<file path="src/rtl/sys_array_pkg.sv">
// rtl/sys_array_pkg.sv - shared types and constants for the systolic array feeder
package sys_array_pkg;

    typedef enum logic [1:0] {
        ST_IDLE   = 2'd0,
        ST_STREAM = 2'd1,
        ST_DRAIN  = 2'd2,
        ST_DONE   = 2'd3
    } feeder_state_t;

    localparam int FEEDER_LEN_W = 16;
    localparam int STALL_CNT_W  = 16;

endpackage

</file>
<file path="src/rtl/sys_array_skew_line.sv">
// rtl/sys_array_skew_line.sv - DEPTH-stage data+valid delay line for one array row
module sys_array_skew_line #(
    parameter int DATA_WIDTH = 8,
    parameter int DEPTH      = 1
) (
    input  logic                  clk,
    input  logic                  reset_n,
    input  logic [DATA_WIDTH-1:0] in_data,
    input  logic                  in_valid,
    output logic [DATA_WIDTH-1:0] out_data,
    output logic                  out_valid
);

    logic [DATA_WIDTH-1:0] data_q [DEPTH];
    logic [DEPTH-1:0]      valid_q;

    always_ff @(posedge clk) begin
        if (!reset_n) begin
            for (int i = 0; i < DEPTH; i++) begin
                data_q[i]  <= '0;
                valid_q[i] <= 1'b0;
            end
        end else begin
            data_q[0]  <= in_data;
            valid_q[0] <= in_valid;
            for (int i = 1; i < DEPTH; i++) begin
                data_q[i]  <= data_q[i-1];
                valid_q[i] <= valid_q[i-1];
            end
        end
    end

    assign out_data  = data_q[DEPTH-1];
    assign out_valid = valid_q[DEPTH-1];

endmodule

</file>
<file path="src/rtl/sys_array_feeder.sv">
// rtl/sys_array_feeder.sv - diagonal skew feeder for the systolic array; SYS_FEEDER_STALL_CNT_EN adds a stall counter
module sys_array_feeder
    import sys_array_pkg::*;
#(
    parameter int DATA_WIDTH = 8,
    parameter int ARRAY_H    = 4,
    parameter int LEN_W      = FEEDER_LEN_W
) (
    input  logic                          clk,
    input  logic                          reset_n,
    input  logic                          start,
    input  logic [LEN_W-1:0]              len,
    output logic                          busy,
    output logic                          done,
    input  logic                          in_valid,
    output logic                          in_ready,
    input  logic [ARRAY_H*DATA_WIDTH-1:0] in_data,
    output logic [ARRAY_H*DATA_WIDTH-1:0] out_data,
    output logic [ARRAY_H-1:0]            out_valid,
    output logic [STALL_CNT_W-1:0]        stall_cnt
);

    localparam int DCW = (ARRAY_H > 2) ? $clog2(ARRAY_H) : 1;

    feeder_state_t    state;
    logic [LEN_W-1:0] beat_cnt;
    logic [LEN_W-1:0] len_q;
    logic [DCW-1:0]   drain_cnt;
    logic             accept;

    assign accept = in_valid & in_ready;

    // busy/done/in_ready are registered alongside the state they decode
    always_ff @(posedge clk) begin
        if (!reset_n) begin
            state     <= ST_IDLE;
            beat_cnt  <= '0;
            len_q     <= '0;
            drain_cnt <= '0;
            busy      <= 1'b0;
            done      <= 1'b0;
            in_ready  <= 1'b0;
        end else begin
            done <= 1'b0;
            case (state)
                ST_IDLE: begin
                    if (start) begin
                        beat_cnt <= '0;
                        len_q    <= len;
                        busy     <= 1'b1;
                        if (len != '0) begin
                            state    <= ST_STREAM;
                            in_ready <= 1'b1;
                        end else begin
                            state <= ST_DONE;
                            done  <= 1'b1;
                        end
                    end
                end
                ST_STREAM: begin
                    if (accept) begin
                        beat_cnt <= beat_cnt + 1'b1;
                        if (beat_cnt == len_q - 1'b1) begin
                            in_ready <= 1'b0;
                            if (ARRAY_H == 1) begin
                                state <= ST_DONE;
                                done  <= 1'b1;
                            end else begin
                                state     <= ST_DRAIN;
                                drain_cnt <= DCW'(ARRAY_H - 2);
                            end
                        end
                    end
                end
                ST_DRAIN: begin
                    if (drain_cnt == '0) begin
                        state <= ST_DONE;
                        done  <= 1'b1;
                    end else begin
                        drain_cnt <= drain_cnt - 1'b1;
                    end
                end
                ST_DONE: begin
                    state <= ST_IDLE;
                    busy  <= 1'b0;
                end
                default: state <= ST_IDLE;
            endcase
        end
    end

    // Bubbles enter as zero so the array never sees stale operands
    for (genvar r = 0; r < ARRAY_H; r++) begin : g_row
        sys_array_skew_line #(
            .DATA_WIDTH (DATA_WIDTH),
            .DEPTH      (r + 1)
        ) u_line (
            .clk       (clk),
            .reset_n   (reset_n),
            .in_data   (accept ? in_data[r*DATA_WIDTH +: DATA_WIDTH] : {DATA_WIDTH{1'b0}}),
            .in_valid  (accept),
            .out_data  (out_data[r*DATA_WIDTH +: DATA_WIDTH]),
            .out_valid (out_valid[r])
        );
    end

`ifdef SYS_FEEDER_STALL_CNT_EN
    logic [STALL_CNT_W-1:0] stall_q;

    always_ff @(posedge clk) begin
        if (!reset_n) begin
            stall_q <= '0;
        end else if (state == ST_IDLE && start) begin
            stall_q <= '0;
        end else if (state == ST_STREAM && !in_valid && stall_q != '1) begin
            stall_q <= stall_q + 1'b1;
        end
    end

    assign stall_cnt = stall_q;
`else
    assign stall_cnt = '0;
`endif

endmodule

</file>
<file path="config.mk">
export PLATFORM = sky130hd
export DESIGN_NAME = sys_array_feeder
export DESIGN_NICKNAME = d
export VERILOG_FILES = /design/src/rtl/sys_array_pkg.sv /design/src/rtl/sys_array_skew_line.sv /design/src/rtl/sys_array_feeder.sv
export SDC_FILE = /design/constraint.sdc
export NUM_CORES = 1
export LEC_CHECK = 0
export ABC_AREA = 1
export CELL_PAD_IN_SITES_DETAIL_PLACEMENT = 1
export CELL_PAD_IN_SITES_GLOBAL_PLACEMENT = 2
export CORE_MARGIN = 1
export CORE_UTILIZATION = 29
export CTS_CLUSTER_SIZE = 28
export DETAILED_ROUTE_END_ITERATION = 12
export HOLD_SLACK_MARGIN = 0.15
export PLACE_DENSITY = 0.88
export SYNTH_ARGS = -nofsm -noshare
export SYNTH_HDL_FRONTEND = slang
export SYNTH_SLANG_ARGS = --single-unit
</file>
<file path="constraint.sdc">
create_clock -name clk -period 2.2 [get_ports clk]
set_input_delay 0.44 -clock clk [delete_from_list [all_inputs] [get_ports clk]]
set_output_delay 0.44 -clock clk [all_outputs]
set_load 0.005 [all_outputs]
</file>
==> results of run 1 <==
## metrics by stage
step | cell area (um2) | TNS (ns) | power (mW) | hold WS [ns] | instances
final | 6873 | 0 | 7.630 | 0.4042 | 1013
after global routing | 6873 | -0.003083 | 8.133 | 0.4082 | 1013
after CTS | 6773 | 0 | 7.590 | 0.3854 | 1012
after detailed placement | 6135 | -0.1195 | 4.495 | 0.3988 | 980
after global placement | 6135 | 0 | 4.463 | 0.3931 | 980
after floorplan | 5231 | 0 | 3.885 | 0.3905 | 708
## registers in the layout, summed over array words and instances (netlist names)
name	cells
g_row.u_line.data_q	80
done	1
g_row.u_line.valid_q	4
busy	1
state	2
drain_cnt	2
in_ready	1
beat_cnt	16
len_q	16
## cell families (layout without fill, tap and decap cells)
group | count (synthesis) | count (layout) | synth area share (%)
AND/OR/NAND/NOR | 295 | 295 | 24.73
buffers and inverters | 194 | 274 | 17.48
other | 1 | 16 | 0.07246
flip-flops | 123 | 123 | 47.58
adder cells (fa/ha/maj) | 7 | 7 | 1.692
AO/OA/AOI/OAI | 59 | 59 | 6.069
XOR/XNOR | 14 | 14 | 2.369
## worst max-delay path, stage by stage, from the launching register on
cell	delay, ns
dfxtp_1	0.37
inv_1	0.11
ha_1	0.26
o21ai_2	0.19
nand2_4	0.08
inv_1	0.08
nand2_1	0.08
nor2_2	0.11
inv_1	0.06
nor2_1	0.16
nand2_1	0.11
o221a_2	0.29
## cell usage in the layout (no fill, tap or decap), types with 15 or more instances in the layout
master / n
buf_4: 18
clkdlybuf4s50_1: 89
conb_1: 16
nor2_1: 89
dfxtp_1: 115
nand2_1: 137
clkbuf_16: 17
a21oi_1: 28
o21ai_0: 25
nand3_1: 15
inv_1: 132
## power by group
group | total, mW | internal [mW] | leakage, nW | switching [mW]
combinational | 1.99 | 0.802 | 2.10 | 1.19
clock | 3.03 | 1.93 | 0.308 | 1.10
sequential | 2.61 | 2.43 | 1.00 | 0.177
## area by class of cell
class,count,area [um2],share of cell area [%]
clock buffers,18,429.2,6.244
clock inverters,14,209.0,3.040
repair buffers,108,1031,15.00
inverters,134,505.5,7.355
well taps,225,281.5,4.096
multi-input cells,391,1942,28.25
flip-flops and latches,123,2475,36.01
## how the worst max path moves through the flow
stage                         from           end  slack [ns]
after floorplan           state[1]  beat_cnt[12]        0.31
after CTS                 state[1]  beat_cnt[12]        0.07
after detailed placement     start  beat_cnt[12]       -0.07
final                     state[1]  beat_cnt[12]        0.19
after global routing      len_q[0]  drain_cnt[1]      -0.003
after global placement       start  beat_cnt[12]       0.009
## routing by layer
| metal | part of all wire, % | vias to the layer above | GRT usage (%) |
|---|---|---|---|
| li1 | - | 2187 | - |
| met1 | 44 | 1965 | 17.00 |
| met2 | 48 | 96 | 24.80 |
| met3 | 6.5 | 20 | 6.135 |
| met4 | 1.5 | 2 | 4.869 |
| met5 | 0.088 | - | 0 |
## what timing repair did
action                                  4_1_cts  5_1_grt
resized for setup                             0       31
buffers inserted                              0        1
endpoints found under the setup margin        0        8
==> qor.yml, run 1 <==
grt:
  grt_max_degree: 40
  antenna_found_initial: 1
  first_global_vias: 4301
  overflow: 0
  grt_pass1_wl_mm: 20.68
  grt_use_total_pct: 14.83
route:
  via_per_inst: 4.215
  vias: 4270
  drt_wl_total_mm: 12.57
  wl_per_cell_um: 12.41
  ant_nets: 0
  drt_iter0_markers: 133
  drt_first_pass_iters: 4
  drc: 0
sta:
  hold_viol_final: 0
  finalSetupViolations: 0
  slew_violations: 0
  max_clock_freq_ghz: 0.4982
  period_minus_slack_ns: 2.007
  fin_crit_sh_pct: 91.24
  finClkSkew_ns: 0.01162
  setup_ws_ns: 0.1928
clock_tree:
  clk_path_buf_depth: 2
  clock_latency_ns: 0.42
  h-tree-depth: 4
  cts_buffers: 17
  clockRootBuffer: "clkbuf_16"
  clk_pin_slew_worst_paths_ns: 0.06
  cts_tree: "built"
  cts_hold_buf: 0
  cts_sinks: 123
power_and_ir_drop:
  ir_drop_uv: 657.2
  leakage_nw: 3.406
  powerDensity_nw_per_um2: 1110
worst_setup_path:
  r2r_cells: 11
  worstSetupPathType: "reg -> reg"
  cp.required_ns: 2.50
  r2r-start: "state[1]"
  start_kind: "flip-flop"
  r2r_slack_ns: 0.19
  critPathArrivalTime_ns: 2.31
  cp_max_fo: 5
  reg2reg_to: "beat_cnt[12]"
  endpoint_kind: "flip-flop"
yosys:
  async_reset_ff_share_pct: 0
  synth.top_cells.by_area: "dfxtp_1, nand2_1, inv_1"
  yosysTopAreaCell: "dfxtp_1"
  synth.most_common_cell: "nand2_1"
  synth.ff_latch_count: 123
  synth_edf_count: 0
  synthCells: 693
  ys_seq_area_share_pct: 47.58
  yosys_most_used_dff: "dfxtp_1"
  yosysWarnings: 0
  synth_cell_types: 36
  yosys-top-cells-count: "nand2_1, inv_1, dfxtp_1, nor2_1, buf_4"
  syn_area_um2: 5175
  syn_avg_cell_area_um2: 7.467
  yosys.area.top_type_share_pct: 47.58
placement:
  io_buffers: 90
  gp_congestion: 0.7796
  hpwl_mm: 9.074
  place_ws_ns: -0.06611
floorplanning:
  dieArea_um2: 18380
  row_count: 48
  die_h_um: 135.6
  fp.dieW_um: 135.6
  fp.coreArea_um2: 17360
  start_util_pct: 29.82
  io_pins: 107
cells_and_area:
  antennaDiodeCount: 0
  area_growth_pct: 32.81
  num-fill-cells: 2105
  drive_gt1_share_pct: 11.93
  fin_nets: 834
  fin_util_pct: 39.60
worst_hold_path:
  worstHoldPathType: "in -> reg"
  holdPathEnd: "beat_cnt[1]"
  min_path_cells: 3
  min_from: "reset_n"
run:
  cap_violations: 0
status:
  outcome: "finished clean"
Power figures use the tool's default switching activity.
==> run 2, diff against run 1 <==
Settings changed: PLACE_DENSITY 0.88 to unset, PLACE_DENSITY_LB_ADDON set to 0.1, SLEW_MARGIN set to 5.
==> qor.yml, run 2 (synthesized netlist as in run 1, its figures left out) <==
sta:
  slew_headroom_pct: 53.44
  finalSetupViolations: 0  # unchanged
  fin_crit_sh_pct: 89.58  # was 91.24%
  worst_pin_slew_ns: 0.6983
  finClkSkew_ns: 0.005739  # was 0.01162 ns
  finalSetupTns_ns: 0  # unchanged
  period_minus_slack_ns: 1.971  # was 2.007 ns
  max_clock_freq_ghz: 0.5074  # was 0.4982 GHz
  slew_violations: 0  # unchanged
  setup_ws_ns: 0.2293  # was 0.1928 ns
  hold_viol_final: 0  # unchanged
  hold_slack_ns: 0.4088  # was 0.4042 ns
floorplanning:
  die_h_um: 135.6  # unchanged
  fp.dieW_um: 135.6  # unchanged
  fp.coreArea_um2: 17360  # unchanged
  row_count: 48  # unchanged
  dieArea_um2: 18380  # unchanged
  io_pins: 107  # unchanged
  start_util_pct: 29.82  # unchanged
cells_and_area:
  stdcell_count: 1012  # was 1013
  largest-register: "g_row.u_line.data_q"  # unchanged
  final_common_cell: "nand2_1"  # unchanged
  largest_registers: "g_row.u_line.data_q: 80 flops, beat_cnt: 16 flops, len_q: 16 flops"  # unchanged
  fin_nets: 835  # was 834
  final_cell_mix: "nand2_1, inv_1, dfxtp_1"  # unchanged
  area_growth_pct: 32.57  # was 32.81%
  final_area_um2: 6860  # was 6873 um2
  drive_gt1_share_pct: 11.82  # was 11.93%
  fin_util_pct: 39.53  # was 39.60%
  antennaDiodeCount: 0  # unchanged
  largest_reg_flops: 80  # unchanged
worst_setup_path:
  cp_num_buf_inv: 0  # was 3
  endpoint_kind: "flip-flop"  # unchanged
  slowest_delay_ns: 0.37  # about the same
  cp_max_fo: 7  # was 5
  worstSetupPathType: "reg -> reg"  # unchanged
  critPathSlowestCell: "dfxtp_1"  # unchanged
  critPathArrivalTime_ns: 2.31  # about the same
  cp.required_ns: 2.54  # was 2.50 ns
  cp_cell_sequence: "nor2_2, nand2_4, nor2_4, nand2_1, nand2_1, nand2_2, nor2_1, nand3_1, nor2_2, nand2_2, nand2_4, nand3_2, nand2_1, nand2_1, nor2_1"  # was inv_1, ha_1, o21ai_2, nand2_4, inv_1, nand2_1, nor2_2, inv_1, nor2_1, nand2_1, o221a_2
  crit_family: "simple AND/OR/NAND/NOR gates"  # unchanged
  start_kind: "flip-flop"  # unchanged
  crit_top_cell: "nand2_1"  # was inv_1
clock_tree:
  h-tree-depth: 4  # unchanged
  cts_buffers: 17  # unchanged
  cts_tree: "built"  # unchanged
  clk_pin_slew_worst_paths_ns: 0.06  # about the same
  post-cts-setup-buffers: 0  # unchanged
  clk_path_buf_depth: 2  # unchanged
  clock_latency_ns: 0.40  # was 0.42 ns
  cts_sinks: 123  # unchanged
  clockRootBuffer: "clkbuf_16"  # unchanged
placement:
  place_area_um2: 6150  # was 6135 um2
  hpwl_mm: 9.267  # was 9.074 mm
  dp_cells: 982  # was 980
  place_ws_ns: -0.07688  # was -0.06611 ns
  gp_congestion: 0.7962  # was 0.7796
  io_buffers: 90  # unchanged
route:
  drt_first_pass_iters: 4  # unchanged
  drt_wl_total_mm: 12.13  # was 12.57 mm
  drt_iter0_markers: 91  # was 133
  via_per_inst: 4.150  # was 4.215
  wl_per_cell_um: 11.98  # was 12.41 um
  vias: 4200  # was 4270
  drc: 0  # unchanged
  ant_nets: 0  # unchanged
power_and_ir_drop:
  powerDensity_nw_per_um2: 1091  # was 1110 nW/um2
  total_power_mw: 7.486  # was 7.630 mW
  leakage_nw: 3.389  # was 3.406 nW
  ir_drop_uv: 632.8  # was 657.2 uV
grt:
  grt_pass1_wl_mm: 20.48  # was 20.68 mm
  first_global_vias: 4544  # was 4301
  grt_max_degree: 72  # was 40
  overflow: 0  # unchanged
  antenna_found_initial: 0  # was 1
  grt_use_total_pct: 14.43  # was 14.83%
run:
  cap_violations: 0  # unchanged
worst_hold_path:
  worstHoldPathType: "reg -> reg"  # was in -> reg
status:
  outcome: "finished clean"  # unchanged
## run 2: where the power goes
group | switching [mW] | total [mW] | internal, mW
Combinational | 1.19 | 2.02 | 0.828
Clock | 0.981 | 2.87 | 1.89
Sequential | 0.170 | 2.59 | 2.42
## run 2: layer usage
metal,track usage (%),vias up,routed length [um]
li1,-,2179,-
met1,16.31,1938,5398
met2,24.94,70,5949
met3,4.377,13,569
met4,6.242,0,209
met5,0,-,0
## run 2: final timing paths
path | start | to | slack, ns | cells past startpoint
max | len_q[2] | state[1] | 0.23 | 15
min | g_row[2].u_line.data_q[0][12] | g_row[2].u_line.data_q[0][20] | 0.41 | 2
max reg2reg | len_q[2] | state[1] | 0.23 | 15
min reg2reg | g_row[2].u_line.data_q[0][12] | g_row[2].u_line.data_q[0][20] | 0.41 | 2
## run 2: repair_timing
action	in CTS	in global routing
resized for setup	0	30
hold endpoints to repair	0	0
setup endpoints to repair	0	11
hold buffers	0	0
## run 2: final cells by class
| type | instances | area (um2) |
|---|---|---|
| well taps | 225 | 281.5 |
| clock inverters | 9 | 137.6 |
| fillers | 2096 | 10500 |
| repair buffers | 109 | 1039 |
| inverters | 134 | 503.0 |
| flip-flops and latches | 123 | 2467 |
| multi-input cells | 391 | 1952 |
| clock buffers | 21 | 480.5 |
## run 2: worst reg2reg max path, stage by stage, from the launching register on
cell and delay [ns]:
dfxtp_1 0.37, nor2_2 0.15, nand2_4 0.09, nor2_4 0.18
nand2_1 0.08, nand2_1 0.07, nand2_2 0.07, nor2_1 0.11
nand3_1 0.09, nor2_2 0.16, nand2_2 0.10, nand2_4 0.10
nand3_2 0.10, nand2_1 0.07, nand2_1 0.04, nor2_1 0.12
